## src/rtl/pool2d_stream_if.sv

```systemverilog
// pool2d_stream_if: input/output stream handshakes, pooling mode and busy flag of pool2d_stream.
interface pool2d_stream_if #(
    parameter int CHANNELS = 1,
    parameter int DATA_W   = 16
);
    logic                       mode;
    logic                       in_valid;
    logic                       in_ready;
    logic [CHANNELS*DATA_W-1:0] in_data;
    logic                       out_valid;
    logic                       out_ready;
    logic [CHANNELS*DATA_W-1:0] out_data;
    logic                       out_last;
    logic                       busy;
    modport master (output mode, in_valid, in_data, out_ready,
                    input  in_ready, out_valid, out_data, out_last, busy);
    modport slave  (input  mode, in_valid, in_data, out_ready,
                    output in_ready, out_valid, out_data, out_last, busy);
endinterface

```

## src/rtl/pool2d_stream.sv

```systemverilog
// pool2d_stream: streaming non-overlapping max/average 2-D pooling of a raster-scanned feature map.
module pool2d_stream #(
    parameter int CHANNELS     = 1,
    parameter int DATA_W       = 16,
    parameter int IMAGE_HEIGHT = 4,
    parameter int IMAGE_WIDTH  = 4,
    parameter int POOL_H       = 2,
    parameter int POOL_W       = 2
) (
    input logic          clock,
    input logic          reset_n,
    pool2d_stream_if.slave s
);
    localparam int SH        = $clog2(POOL_H * POOL_W);
    localparam int ACC_W     = DATA_W + SH;
    localparam int OUT_WIDTH = IMAGE_WIDTH / POOL_W;
    localparam int RW        = IMAGE_HEIGHT > 1 ? $clog2(IMAGE_HEIGHT) : 1;
    localparam int CW        = IMAGE_WIDTH > 1 ? $clog2(IMAGE_WIDTH) : 1;
    localparam int OW        = OUT_WIDTH > 1 ? $clog2(OUT_WIDTH) : 1;

    if (POOL_H < 1 || (POOL_H & (POOL_H - 1)) != 0 || IMAGE_HEIGHT % POOL_H != 0 ||
        POOL_W < 1 || (POOL_W & (POOL_W - 1)) != 0 || IMAGE_WIDTH % POOL_W != 0) begin : g_bad_pool
        $fatal(1, "pool2d_stream: POOL_H/POOL_W must be powers of two dividing the image");
    end

    typedef enum logic [1:0] {IDLE, FILL, DRAIN} state_t;

    state_t                     state_q;
    logic [RW-1:0]              row_q;
    logic [CW-1:0]              col_q;
    logic                       mode_q, en_q, busy_q, out_valid_q, out_last_q;
    logic [CHANNELS*DATA_W-1:0] out_data_q;
    logic signed [ACC_W-1:0]    acc_q [OUT_WIDTH][CHANNELS];
    logic signed [ACC_W-1:0]    px_d  [CHANNELS];
    logic signed [ACC_W-1:0]    acc_d [CHANNELS];
    logic [CHANNELS*DATA_W-1:0] res_d;
    logic                       accept, row_last, col_last, frame_first, frame_last;
    logic                       win_first, win_done, mode_d;
    logic [OW-1:0]              idx;

    assign s.in_ready   = en_q && state_q != DRAIN && (!out_valid_q || s.out_ready);
    assign s.out_valid  = out_valid_q;
    assign s.out_data   = out_data_q;
    assign s.out_last   = out_last_q;
    assign s.busy       = busy_q;
    assign accept       = s.in_valid && s.in_ready;
    assign row_last     = int'(row_q) == IMAGE_HEIGHT - 1;
    assign col_last     = int'(col_q) == IMAGE_WIDTH - 1;
    assign frame_first  = row_q == '0 && col_q == '0;
    assign frame_last   = row_last && col_last;
    assign win_first    = int'(row_q) % POOL_H == 0 && int'(col_q) % POOL_W == 0;
    assign win_done     = int'(row_q) % POOL_H == POOL_H - 1 && int'(col_q) % POOL_W == POOL_W - 1;
    assign mode_d       = frame_first ? s.mode : mode_q;
    assign idx          = OW'(int'(col_q) / POOL_W);

    // Max values are kept sign-extended so the full-width compare equals a DATA_W signed compare.
    always_comb begin
        px_d  = '{default: '0};
        acc_d = '{default: '0};
        res_d = '0;
        for (int c = 0; c < CHANNELS; c++) begin
            px_d[c]  = ACC_W'(signed'(s.in_data[c*DATA_W +: DATA_W]));
            acc_d[c] = win_first ? px_d[c]
                     : mode_d ? acc_q[idx][c] + px_d[c]
                     : (px_d[c] > acc_q[idx][c] ? px_d[c] : acc_q[idx][c]);
            res_d[c*DATA_W +: DATA_W] = mode_d ? DATA_W'(acc_d[c] >>> SH) : acc_d[c][DATA_W-1:0];
        end
    end

    always_ff @(posedge clock) begin
        if (accept) acc_q[idx] <= acc_d;
    end

    always_ff @(posedge clock or posedge reset_n) begin
        if (reset_n) begin
            state_q     <= IDLE;
            row_q       <= '0;
            col_q       <= '0;
            mode_q      <= 1'b0;
            en_q        <= 1'b0;
            busy_q      <= 1'b0;
            out_valid_q <= 1'b0;
            out_last_q  <= 1'b0;
            out_data_q  <= '0;
        end else begin
            en_q <= 1'b1;
            if (accept) begin
                col_q <= col_last ? '0 : col_q + 1'b1;
                if (col_last) row_q <= row_last ? '0 : row_q + 1'b1;
                if (frame_first) mode_q <= s.mode;
            end
            if (accept && win_done) begin
                out_valid_q <= 1'b1;
                out_data_q  <= res_d;
                out_last_q  <= frame_last;
            end else if (s.out_ready) begin
                out_valid_q <= 1'b0;
                out_last_q  <= 1'b0;
            end
            if (state_q == IDLE && accept) begin
                state_q <= frame_last ? DRAIN : FILL;
                busy_q  <= 1'b1;
            end else if (state_q == FILL && accept && frame_last) begin
                state_q <= DRAIN;
            end else if (state_q == DRAIN && out_valid_q && out_last_q && s.out_ready) begin
                state_q <= IDLE;
                busy_q  <= 1'b0;
            end
        end
    end
endmodule

```

## src/flat_wrapper.sv

```systemverilog
// flat-port wrapper written by rule: the top's interface ports become plain ports
module pool2d_stream_flat 
#(
    parameter int CHANNELS     = 1,
    parameter int DATA_W       = 16,
    parameter int IMAGE_HEIGHT = 4,
    parameter int IMAGE_WIDTH  = 4,
    parameter int POOL_H       = 2,
    parameter int POOL_W       = 2
)
  (clock, reset_n, s_mode, s_in_valid, s_in_data, s_out_ready, s_in_ready, s_out_valid, s_out_data, s_out_last, s_busy);
  pool2d_stream_if #(.CHANNELS(CHANNELS), .DATA_W(DATA_W)) s_i ();
  input logic clock;
  input logic reset_n;
  input wire logic [$bits(s_i.mode)-1:0] s_mode;
  input wire logic [$bits(s_i.in_valid)-1:0] s_in_valid;
  input wire logic [$bits(s_i.in_data)-1:0] s_in_data;
  input wire logic [$bits(s_i.out_ready)-1:0] s_out_ready;
  output wire logic [$bits(s_i.in_ready)-1:0] s_in_ready;
  output wire logic [$bits(s_i.out_valid)-1:0] s_out_valid;
  output wire logic [$bits(s_i.out_data)-1:0] s_out_data;
  output wire logic [$bits(s_i.out_last)-1:0] s_out_last;
  output wire logic [$bits(s_i.busy)-1:0] s_busy;
  assign s_i.mode = s_mode;
  assign s_i.in_valid = s_in_valid;
  assign s_i.in_data = s_in_data;
  assign s_i.out_ready = s_out_ready;
  assign s_in_ready = s_i.in_ready;
  assign s_out_valid = s_i.out_valid;
  assign s_out_data = s_i.out_data;
  assign s_out_last = s_i.out_last;
  assign s_busy = s_i.busy;
  pool2d_stream #(.CHANNELS(CHANNELS), .DATA_W(DATA_W), .IMAGE_HEIGHT(IMAGE_HEIGHT), .IMAGE_WIDTH(IMAGE_WIDTH), .POOL_H(POOL_H), .POOL_W(POOL_W)) u_core (.clock(clock), .reset_n(reset_n), .s(s_i));
endmodule
```

## config.mk

```make
export PLATFORM = sky130hd
export DESIGN_NAME = pool2d_stream_flat
export DESIGN_NICKNAME = d
export VERILOG_FILES = /design/src/rtl/pool2d_stream_if.sv /design/src/rtl/pool2d_stream.sv /design/src/flat_wrapper.sv
export SDC_FILE = /design/constraint.sdc
export NUM_CORES = 1
export LEC_CHECK = 0
export BUFFER_PORTS_ARGS = -buffer_cell sky130_fd_sc_hd__buf_2
export CAP_MARGIN = 20
export CORE_UTILIZATION = 25
export DETAILED_ROUTE_END_ITERATION = 7
export PLACE_DENSITY = 0.48
export SETUP_SLACK_MARGIN = 0.3
export SYNTH_ARGS = -nofsm -noshare
export SYNTH_HDL_FRONTEND = slang
export SYNTH_SLANG_ARGS = --single-unit
```

## constraint.sdc

```tcl
create_clock -name clock -period 9.4 [get_ports clock]
set_input_delay 2.82 -clock clock [delete_from_list [all_inputs] [get_ports clock]]
set_output_delay 2.82 -clock clock [all_outputs]
set_load 0.01 [all_outputs]
```

---- Word level (Yosys, flattened, before mapping) ----
Memories as Yosys holds them, arrays and structs flattened.
Cells that the tools add are included.
Widths: inputs -> output; s select.
word-level totals
  output and inout bits ................... 20
  memories kept ........................... 1
  logic and storage cells ................. 65
  bits in writable memories ............... 36
  memory bits (read-only) ................. 0
  latch bits .............................. 0
  flip-flop bits (word level) ............. 27
  input port bits ......................... 21
operators by class
  bitwise logic cells ..................... 0
  shift-type cells ........................ 0
  div/mod/pow operators ................... 0
  $lt $le $gt $ge ......................... 1
  equal/unequal tests ..................... 6
  reduce and logical (&&, ||, !) cells .... 26
  add/subtract/negate cells ............... 3
  $mul .................................... 0
  muxes and demuxes ....................... 19
memory list
  name          words  bits a word  read ports  clocked after memory_dff  wr ports  RTL line             source
  u_core.acc_q  2      18           1           0                         1         pool2d_stream.sv:33  logic signed [ACC_W-1:0] acc_q [OUT_WIDTH][CHANNELS];
operators with widths
  cell                 count
  $logic_not 32->1     2
  $mux 18              3
  $add 18x16->18       1
  $gt 16x18->1         1
  $mux 16              1
  $logic_and 1x1->1    14
  $mux 2               6
  $mux 1               9
  $eq 2x1->1 const B   3
  $logic_not 2->1      3
  $add 2x1->2 const B  2
  $reduce_and 2->1     2
  $reduce_bool 2->1    2
  $reduce_bool 3->1    1
  $eq 2x2->1 const B   1
  $ne 2x1->1 const B   1
  $ne 2x2->1 const B   1
  $logic_not 1->1      1
  $logic_or 1x1->1     1

---- Logic depth before layout (Yosys ltp) ----
Gate-level depths: netlist of the first run.
  word-level depth ........................ 8
  depth in mapped cells ................... 15
  depth with buffers taken out ............ 13

---- Least setup slack after synthesis of the first run ----
OpenSTA, ideal clock, no wires.
  path type ............................... input to output
  from .................................... in s_out_ready
  to ...................................... out s_in_ready
  arrival time ............................ 3.148 ns
  setup slack ............................. 3.432 ns
  data required time ...................... 6.580 ns
  cell stages on the path ................. 2
  cells stage by stage .................... nand2b_1 -> and3_1
on the way
  cells in the longest elaborated chain, start to end .. 2
ends and longest elaborated chain
  what               RTL line             source
  from (decl)        flat_wrapper.sv:18   input wire logic [$bits(s_i.out_ready)-1:0] s_out_ready;
  $logic_or 1x1->1   pool2d_stream.sv:41  assign s.in_ready = en_q && state_q != DRAIN && (!out_valid_q || s.out_ready);
  $logic_and 1x1->1  pool2d_stream.sv:41
  to (decl)          flat_wrapper.sv:19   output wire logic [$bits(s_i.in_ready)-1:0] s_in_ready;
No other way between the ends.

---- Worst setup path in the final report of the first run ----
Same ends and word-level chain as after synthesis.

==> results of run 1 <==
-- layer usage --
layer | vias to the layer above | wire, um | GRT usage
met4 | 0 | 218 | 0.0455
li1 | 1694 | - | -
met5 | - | 0 | 0
met3 | 18 | 729 | 0.0374
met1 | 1636 | 6020 | 0.200
met2 | 102 | 5040 | 0.208
-- sequential cells by signal (all words and copies together), names as in the netlist, 2 cells and up --
name and flops:
u_core.acc_q 36, u_core.s.out_data 16, u_core.col_q 2, u_core.row_q 2
u_core.state_q 2
-- critical path, stage by stage --
cell and delay [ns]:
buf_2 0.11, nand2b_1 0.15, and3_1 0.18, buf_2 0.14
-- final cells by class --
cell class | instances | area share
timing repair buffer | 47 | 0.0513
sequential | 63 | 0.346
tap | 220 | 0.0542
inverter | 44 | 0.0325
clock inverter | 2 | 0.00222
clock buffer | 14 | 0.0542
multi-input combinational | 322 | 0.459
-- where the power goes --
part / total (mW) / switching [mW] / internal (mW)
Sequential: 0.464 / 0.0532 / 0.411
Clock: 0.325 / 0.123 / 0.201
Combinational: 0.940 / 0.586 / 0.353
-- cell families after synthesis --
logic type | count (synthesis) | share of synthesized area
adder cells (fa/ha/maj) | 40 | 0.117
multiplexers | 22 | 0.0527
XOR/XNOR | 16 | 0.0323
buffers and inverters | 61 | 0.0591
AND/OR/NAND/NOR | 113 | 0.118
other | 1 | 0.000864
flip-flops | 63 | 0.405
AO/OA/AOI/OAI | 130 | 0.215
-- how the worst min path moves through the flow --
stage                                     from  depth (start not counted)                   end  slack (ns)
after floorplan                  u_core.mode_q                          2         u_core.mode_q        0.47
final                     u_core.s.out_data[4]                          2  u_core.s.out_data[4]        0.47
after CTS                 u_core.s.out_data[9]                          2  u_core.s.out_data[9]        0.48
after global routing      u_core.s.out_data[9]                          2  u_core.s.out_data[9]        0.49
after detailed placement  u_core.s.out_data[9]                          2  u_core.s.out_data[9]        0.47
after global placement    u_core.s.out_data[4]                          2  u_core.s.out_data[4]        0.46
-- placed cells by master (no fill, tap or decap), types with 4 or more instances in the layout --
master / instances
buf_2: 40
nand2b_1: 9
buf_4: 6
xnor2_1: 10
a31oi_1: 5
o22ai_1: 9
clkbuf_16: 10
nor3_1: 6
a21oi_2: 4
ha_1: 39
nand2_1: 28
o21bai_1: 6
edfxtp_1: 36
o22a_1: 9
dfrtp_1: 27
o211ai_1: 4
o21ai_1: 4
a21oi_1: 28
inv_1: 44
xor2_1: 6
mux2i_1: 14
o21ai_0: 20
nand3_1: 4
nor2_1: 49
a22o_1: 4
o31ai_1: 7
a211oi_1: 5
mux2_2: 7
==> results.cfg, run 1 <==
[floorplanning]
die_w_um = 134
die-area_um2 = 17900
start_util = 0.259
io_pins = 41
rows = 47
die_h_um = 134
core_area_um2 = 16800

[clocking]
clock_sinks = 63
htree_num_levels = 3
cts_root_buffer = clkbuf_16
post_cts_resized = 0
cts_tree = built
post-cts-setup-buffers = 0
clock_latency_ns = 0.35
ctsHoldBuffers = 0
cts_buffer_depth = 2
clk_pin_slew_ns = 0.05
cts_inserted_buffers = 9

[route]
via_count = 3450
wirelength_mm = 12.0
via_per_inst = 4.85
drtIter0Drc = 229
drc = 0
firstDrtPassIters = 4
antenna_left = 0
wl_per_cell_um = 16.9

[place]
place_ws_ns = 3.19
hpwl_mm = 8.76
dp.cells = 696
place_area_um2 = 4790
numPortBuffers = 40
routabilityCongestion = 0.839

[final_layout]
fill_cells = 1768
area_growth_pct = 16.9
final_nets = 548
register_area_um2 = 1760
antennaDiodeCount = 0
drive_above_1_share = 0.165
fin_cells = 712
multi_input_area_um2 = 2330
postLayoutCoreUtil = 0.303
design_area_um2 = 5080

[run_status]
status = complete, no violations

[worst_setup_path]
crit_path_start_kind = input port
critPathLaunch = s_out_ready
r2r_setup_slack_ns = 4.98
reg2reg_from = u_core.col_q[1]
critPathMaxFanout = 3
critPathArrivalTime_ns = 3.39
worst_ep_required_time_ns = 6.58
critPathCaptureType = primary output
cp-endpoint = s_in_ready
critPathKind = input port to primary output
rr_endpoint = u_core.s.out_data[5]
r2r_cells = 10

[job]
drv_cap = 0

[power]
p_leak_nw = 2.12
ir_drop_mv = 0.124
power.density_nw_per_um2 = 340
p_total_mw = 1.73

[synthesis]
synth_area_um2 = 4340
synth_seq_area_share = 0.405
synth_seq_cells = 63
yosys.area.top_type = edfxtp_1
synth-main-ff-cell = edfxtp_1
syn_nets = 507
yosysTopAreaCellShare = 0.249
synth_most_common_cell = nor2_1
synth_area_leaders = edfxtp_1 25%, dfrtp_1 16%, ha_1 11%
synth_common_cells = 49 x nor2_1, 44 x inv_1, 39 x ha_1
synthArstFlopShare = 0.429
synth-edff-count = 36
yosys_warnings = 0
synth_area_per_cell_um2 = 9.73
synth_cell_types = 56
synthCells = 446

[sta]
skew_ns = 0.00609
setup_viol = 0
fmax_ghz = 0.161
drv_slew = 0
holdWs_ns = 0.472
setup_ws_ns = 3.19
finalCriticalPeriod_ns = 6.21
slew_headroom = 0.459
hold_violations = 0
worst-slew-pin-transition_ns = 0.811
rsz0062_at_grt = no
finalSetupTns_ns = 0
finalCritPeriodShare = 0.661

[global_route]
antenna_found_initial = 0
grt_pass1_vias = 3385
grt_max_degree = 28
grt_pass1_wl_mm = 19.1
gr-usage-all-layers = 0.141
grt_overflow = 0

[hold_path]
min_path_type = register to register
Power figures use the tool's default switching activity.
==> run 2, diff against run 1 <==
==> constraint.sdc (replaced) <==
create_clock -name clock -period 6.4 [get_ports clock]
set_input_delay 1.92 -clock clock [delete_from_list [all_inputs] [get_ports clock]]
set_output_delay 1.92 -clock clock [all_outputs]
set_load 0.01 [all_outputs]
==> run 2 against run 1 <==
Cell count rose by 0.14%. Final area fell by 0.42%. Clock power rose by 33%. Setup slack got worse by 1.2 ns. Critical endpoint unchanged. Highest routed layer unchanged.
==> results.cfg, run 2 (synthesis results as in run 1) <==
[floorplanning]
start_util = 0.259
die-area_um2 = 17900
core_area_um2 = 16800
die_w_um = 134
rows = 47
io_pins = 41
die_h_um = 134

[route]
firstDrtPassIters = 4
drtIter0Drc = 232
wl_per_cell_um = 17.2
via_count = 3461
via_per_inst = 4.85
drc = 0
antenna_left = 0
wirelength_mm = 12.2

[sta]
setup_viol = 0
fmax_ghz = 0.227
worst-slew-pin-transition_ns = 0.813
drv_slew = 0
hold_violations = 0
skew_ns = 0.00695
setup_ws_ns = 1.99
rsz0062_at_grt = no
finalCriticalPeriod_ns = 4.41
slew_headroom = 0.456
finalSetupTns_ns = 0
holdWs_ns = 0.470
finalCritPeriodShare = 0.689

[job]
drv_cap = 0

[clocking]
post_cts_resized = 0
clock_sinks = 63
post-cts-setup-buffers = 0
cts_inserted_buffers = 9
cts_root_buffer = clkbuf_16
clock_latency_ns = 0.34
cts_tree = built
cts_buffer_depth = 2
clk_pin_slew_ns = 0.05
ctsHoldBuffers = 0
htree_num_levels = 3

[worst_setup_path]
cp_slowest_cell = and3_1
critPathMaxFanout = 3
r2r_setup_slack_ns = 2.72
critPathArrivalTime_ns = 2.49
worst_ep_required_time_ns = 4.48
reg2reg_from = u_core.col_q[1]
cp_slowest_stage_delay_ns = 0.18
crit_buf_inv = 2
crit_path_start_kind = input port
path_cells = buf_2 > nand2b_1 > and3_1 > buf_2
critPathCaptureType = primary output
path_delay_family = simple AND/OR/NAND/NOR gates
rr_endpoint = u_core.s.out_data[13]
critPathKind = input port to primary output
crit_top_cell = buf_2
r2r_cells = 12

[place]
routabilityCongestion = 0.895
place_ws_ns = 1.75
numPortBuffers = 40
hpwl_mm = 8.91

[final_layout]
drive_above_1_share = 0.168
fill_cells = 1763
layout_commonest_cell = nor2_1
postLayoutCoreUtil = 0.302
final_nets = 549
final_cell_mix = 49 x nor2_1, 44 x inv_1, 40 x buf_2, 39 x ha_1, 36 x edfxtp_1
largest_reg_flops = 36
antennaDiodeCount = 0
area_growth_pct = 16.4
largest_register = u_core.acc_q

[global_route]
grt_max_degree = 28
grt_overflow = 0
grt_pass1_wl_mm = 19.5
antenna_found_initial = 0
grt_pass1_vias = 3421
gr-usage-all-layers = 0.147

[hold_path]
hold_end = u_core.s.out_data[4]
hp-start = u_core.s.out_data[4]
min_path_type = register to register
holdPathStages = 2

[power]
p_total_mw = 2.51
p_leak_nw = 2.12
power.density_nw_per_um2 = 496
ir_drop_mv = 0.189

[run_status]
status = complete, no violations
run 2: worst max-delay path by stage:
stage	startpoint	to	slack, ns	cells past startpoint
after floorplan	s_out_ready	s_in_ready	2.23	2
after global placement	s_in_data[0]	u_core.acc_q[0][16]	1.76	13
after detailed placement	s_in_data[15]	u_core.acc_q[1][17]	1.75	7
after CTS	s_out_ready	s_in_ready	2.00	4
after global routing	s_in_data[0]	u_core.acc_q[0][12]	1.90	13
final	s_out_ready	s_in_ready	1.99	4
run 2: power by group:
part           internal (mW)  switching, mW  leakage [nW]
clock network          0.258          0.176         0.134
logic                  0.521          0.883          1.32
registers              0.604         0.0635         0.659
run 2: area by class of cell:
class | instances | area, um2 | area share
clock inverter | 7 | 40.0 | 0.00792
multi-input combinational | 322 | 2330 | 0.461
tap | 220 | 275 | 0.0545
clock buffer | 9 | 225 | 0.0446
inverter | 44 | 165 | 0.0327
timing repair buffer | 48 | 260 | 0.0515
sequential | 63 | 1760 | 0.348
run 2: per-stage QoR:
step / instance area [um2] / std cells
3_5_place_dp: 4790 / 697
3_3_place_gp: 4790 / 697
6_report: 5050 / 713
4_1_cts: 5050 / 713
2_1_floorplan: 4340 / 446
5_1_grt: 5050 / 713
run 2: metal layers:
metal,part of all wire,vias up,global-route usage
li1,-,1693,-
met3,0.054,26,0.0359
met2,0.43,109,0.215
met1,0.49,1633,0.205
met5,0,-,0
met4,0.026,0,0.0644
run 2: worst min-delay path: cells and delay by family (launching register included):
kind / cells / cell delay [ns]
compound gates: 1 / 0.06
flops: 1 / 0.33
simple gates: 1 / 0.04
==> run 3, diff against run 2 <==
--- a/config.mk
+++ b/config.mk
@@ -9,7 +9,7 @@
 export CAP_MARGIN = 20
 export CORE_UTILIZATION = 25
 export DETAILED_ROUTE_END_ITERATION = 7
-export PLACE_DENSITY = 0.48
+export PLACE_DENSITY = 0.5
 export SETUP_SLACK_MARGIN = 0.3
 export SYNTH_ARGS = -nofsm -noshare
 export SYNTH_HDL_FRONTEND = slang
==> constraint.sdc (replaced) <==
create_clock -name clock -period 3.8 [get_ports clock]
set_input_delay 1.14 -clock clock [delete_from_list [all_inputs] [get_ports clock]]
set_output_delay 1.14 -clock clock [all_outputs]
set_load 0.01 [all_outputs]
==> run 3 against run 2 <==
Setup slack got worse by 1.6 ns. Critical path type is now input port to register. Sequential share of layout area decreased by 1.5 points. Register-to-register slack got worse by 2.2 ns. First-iteration DRC count increased by 21%.
==> results.cfg, run 3 (synthesis results as in run 1) <==
[sta]
holdWs_ns = 0.474
finalSetupTns_ns = 0
worst-slew-pin-transition_ns = 0.560
finalCritPeriodShare = 0.886
hold_violations = 0
drv_slew = 0
fmax_ghz = 0.297
finalCriticalPeriod_ns = 3.37
slew_headroom = 0.626
rsz0062_at_grt = no
skew_ns = 0.00511
setup_viol = 0

[worst_setup_path]
path_cells = buf_2 > ha_1 > inv_1 > fa_1 > o21bai_1 > a21oi_2 > nor4b_2 > o41a_1 > a21oi_2 > o21bai_1 > xor2_1 > a2bb2oi_1 > o22ai_1
cp_slowest_stage_delay_ns = 0.41
critPathMaxFanout = 3
critPathArrivalTime_ns = 3.44
cp_slowest_cell = fa_1
crit_path_start_kind = input port
critPathKind = input port to register
worst_ep_required_time_ns = 3.87
critPathCaptureType = register

[job]
drv_cap = 0

[global_route]
grt_max_degree = 28
gr-usage-all-layers = 0.150
antenna_found_initial = 0
grt_pass1_wl_mm = 20.0
grt_overflow = 0
grt_pass1_vias = 3472

[route]
via_count = 3587
drc = 0
firstDrtPassIters = 5
via_per_inst = 4.87
wl_per_cell_um = 17.3
wirelength_mm = 12.7
antenna_left = 0
drtIter0Drc = 280

[final_layout]
largest_register = u_core.acc_q
final_nets = 572
layout_commonest_cell = nor2_1
area_growth_pct = 21.7
largest_reg_flops = 36
drive_above_1_share = 0.219
antennaDiodeCount = 0
final_cell_mix = 49 x nor2_1, 44 x inv_1, 40 x buf_2, 39 x ha_1, 36 x edfxtp_1

[floorplanning]
rows = 47
die_h_um = 134
die-area_um2 = 17900
io_pins = 41
core_area_um2 = 16800
die_w_um = 134
start_util = 0.259

[clocking]
clock_latency_ns = 0.34
ctsHoldBuffers = 0
cts_tree = built
clk_pin_slew_ns = 0.05
cts_buffer_depth = 2
clock_sinks = 63
htree_num_levels = 3
cts_root_buffer = clkbuf_16
cts_inserted_buffers = 9

[power]
power.density_nw_per_um2 = 848
ir_drop_mv = 0.299
p_total_mw = 4.48
p_leak_nw = 2.24

[run_status]
status = complete, no violations

[place]
routabilityCongestion = 0.920
numPortBuffers = 40
hpwl_mm = 9.41

[hold_path]
min_path_type = register to register
==> run 3: cell types whose count changed in the layout (fill, tap and decap cells not counted), sizes merged <==
cell    change
buf        +23
clkinv      -4
clkbuf      +3
inv         +1
==> run 3: final cells by class <==
cell class,instances,area [um2]
clock buffers,12,246
clock inverters,4,21.3
fillers,1774,11500
inverters,44,165
multi-input cells,322,2370
flip-flops and latches,63,1760
well taps,220,275
repair buffers,71,449
==> run 3: repair_timing <==
item	4_1_cts	5_1_grt
endpoints found under the setup margin	0	43
buffers inserted	0	4
endpoints found under the hold margin	0	0
gates resized for setup	0	8
==> run 3: path summary, 6_finish.rpt <==
kind | start | endpoint | slack [ns] | cells past startpoint
worst max-delay path | s_in_data[0] | u_core.acc_q[1][12] | 0.43 | 13
min in group asynchronous | reset_n | u_core.s.out_data[4] | 0.87 | 3
max in group asynchronous | reset_n | u_core.s.out_data[8] | 2.64 | 3
worst max register to register | u_core.col_q[1] | u_core.acc_q[1][12] | 0.48 | 14
worst min-delay path | u_core.s.out_data[4] | u_core.s.out_data[4] | 0.47 | 2
worst min register to register | u_core.s.out_data[4] | u_core.s.out_data[4] | 0.47 | 2
==> run 3: worst max-delay path, delay by kind of cell <==
family | cells | cell delay [ns]
simple gates | 1 | 0.22
compound gates | 7 | 1.11
buf+inv | 2 | 0.16
fa+ha+maj | 2 | 0.58
xor+xnor | 1 | 0.22
==> run 3: stage by stage <==
| stage | utilization | cells | instance area [um2] | setup slack, ns |
|---|---|---|---|---|
| 4_1_cts | 0.310 | 732 | 5200 | 0.361 |
| 2_1_floorplan | - | 446 | 4340 | 0.362 |
| 3_5_place_dp | 0.294 | 716 | 4930 | 0.0293 |
| 5_1_grt | 0.315 | 736 | 5280 | 0.285 |
| 6_report | 0.315 | 736 | 5280 | 0.433 |
| 3_3_place_gp | 0.294 | 716 | 4930 | 0.0738 |
==> run 3: per-layer routing <==
layer | GRT usage | vias to the layer above | part of all wire
met3 | 0.0317 | 12 | 0.050
met5 | 0 | - | 0
met1 | 0.220 | 1734 | 0.51
met4 | 0.0543 | 0 | 0.013
met2 | 0.212 | 106 | 0.43
li1 | - | 1735 | -
==> run 3: power breakdown <==
| group | switching [mW] | total (mW) | internal (mW) |
|---|---|---|---|
| combinational | 1.57 | 2.61 | 1.04 |
| sequential | 0.111 | 1.13 | 1.02 |
| clock | 0.290 | 0.745 | 0.455 |
| total | 1.97 | 4.48 | 2.52 |
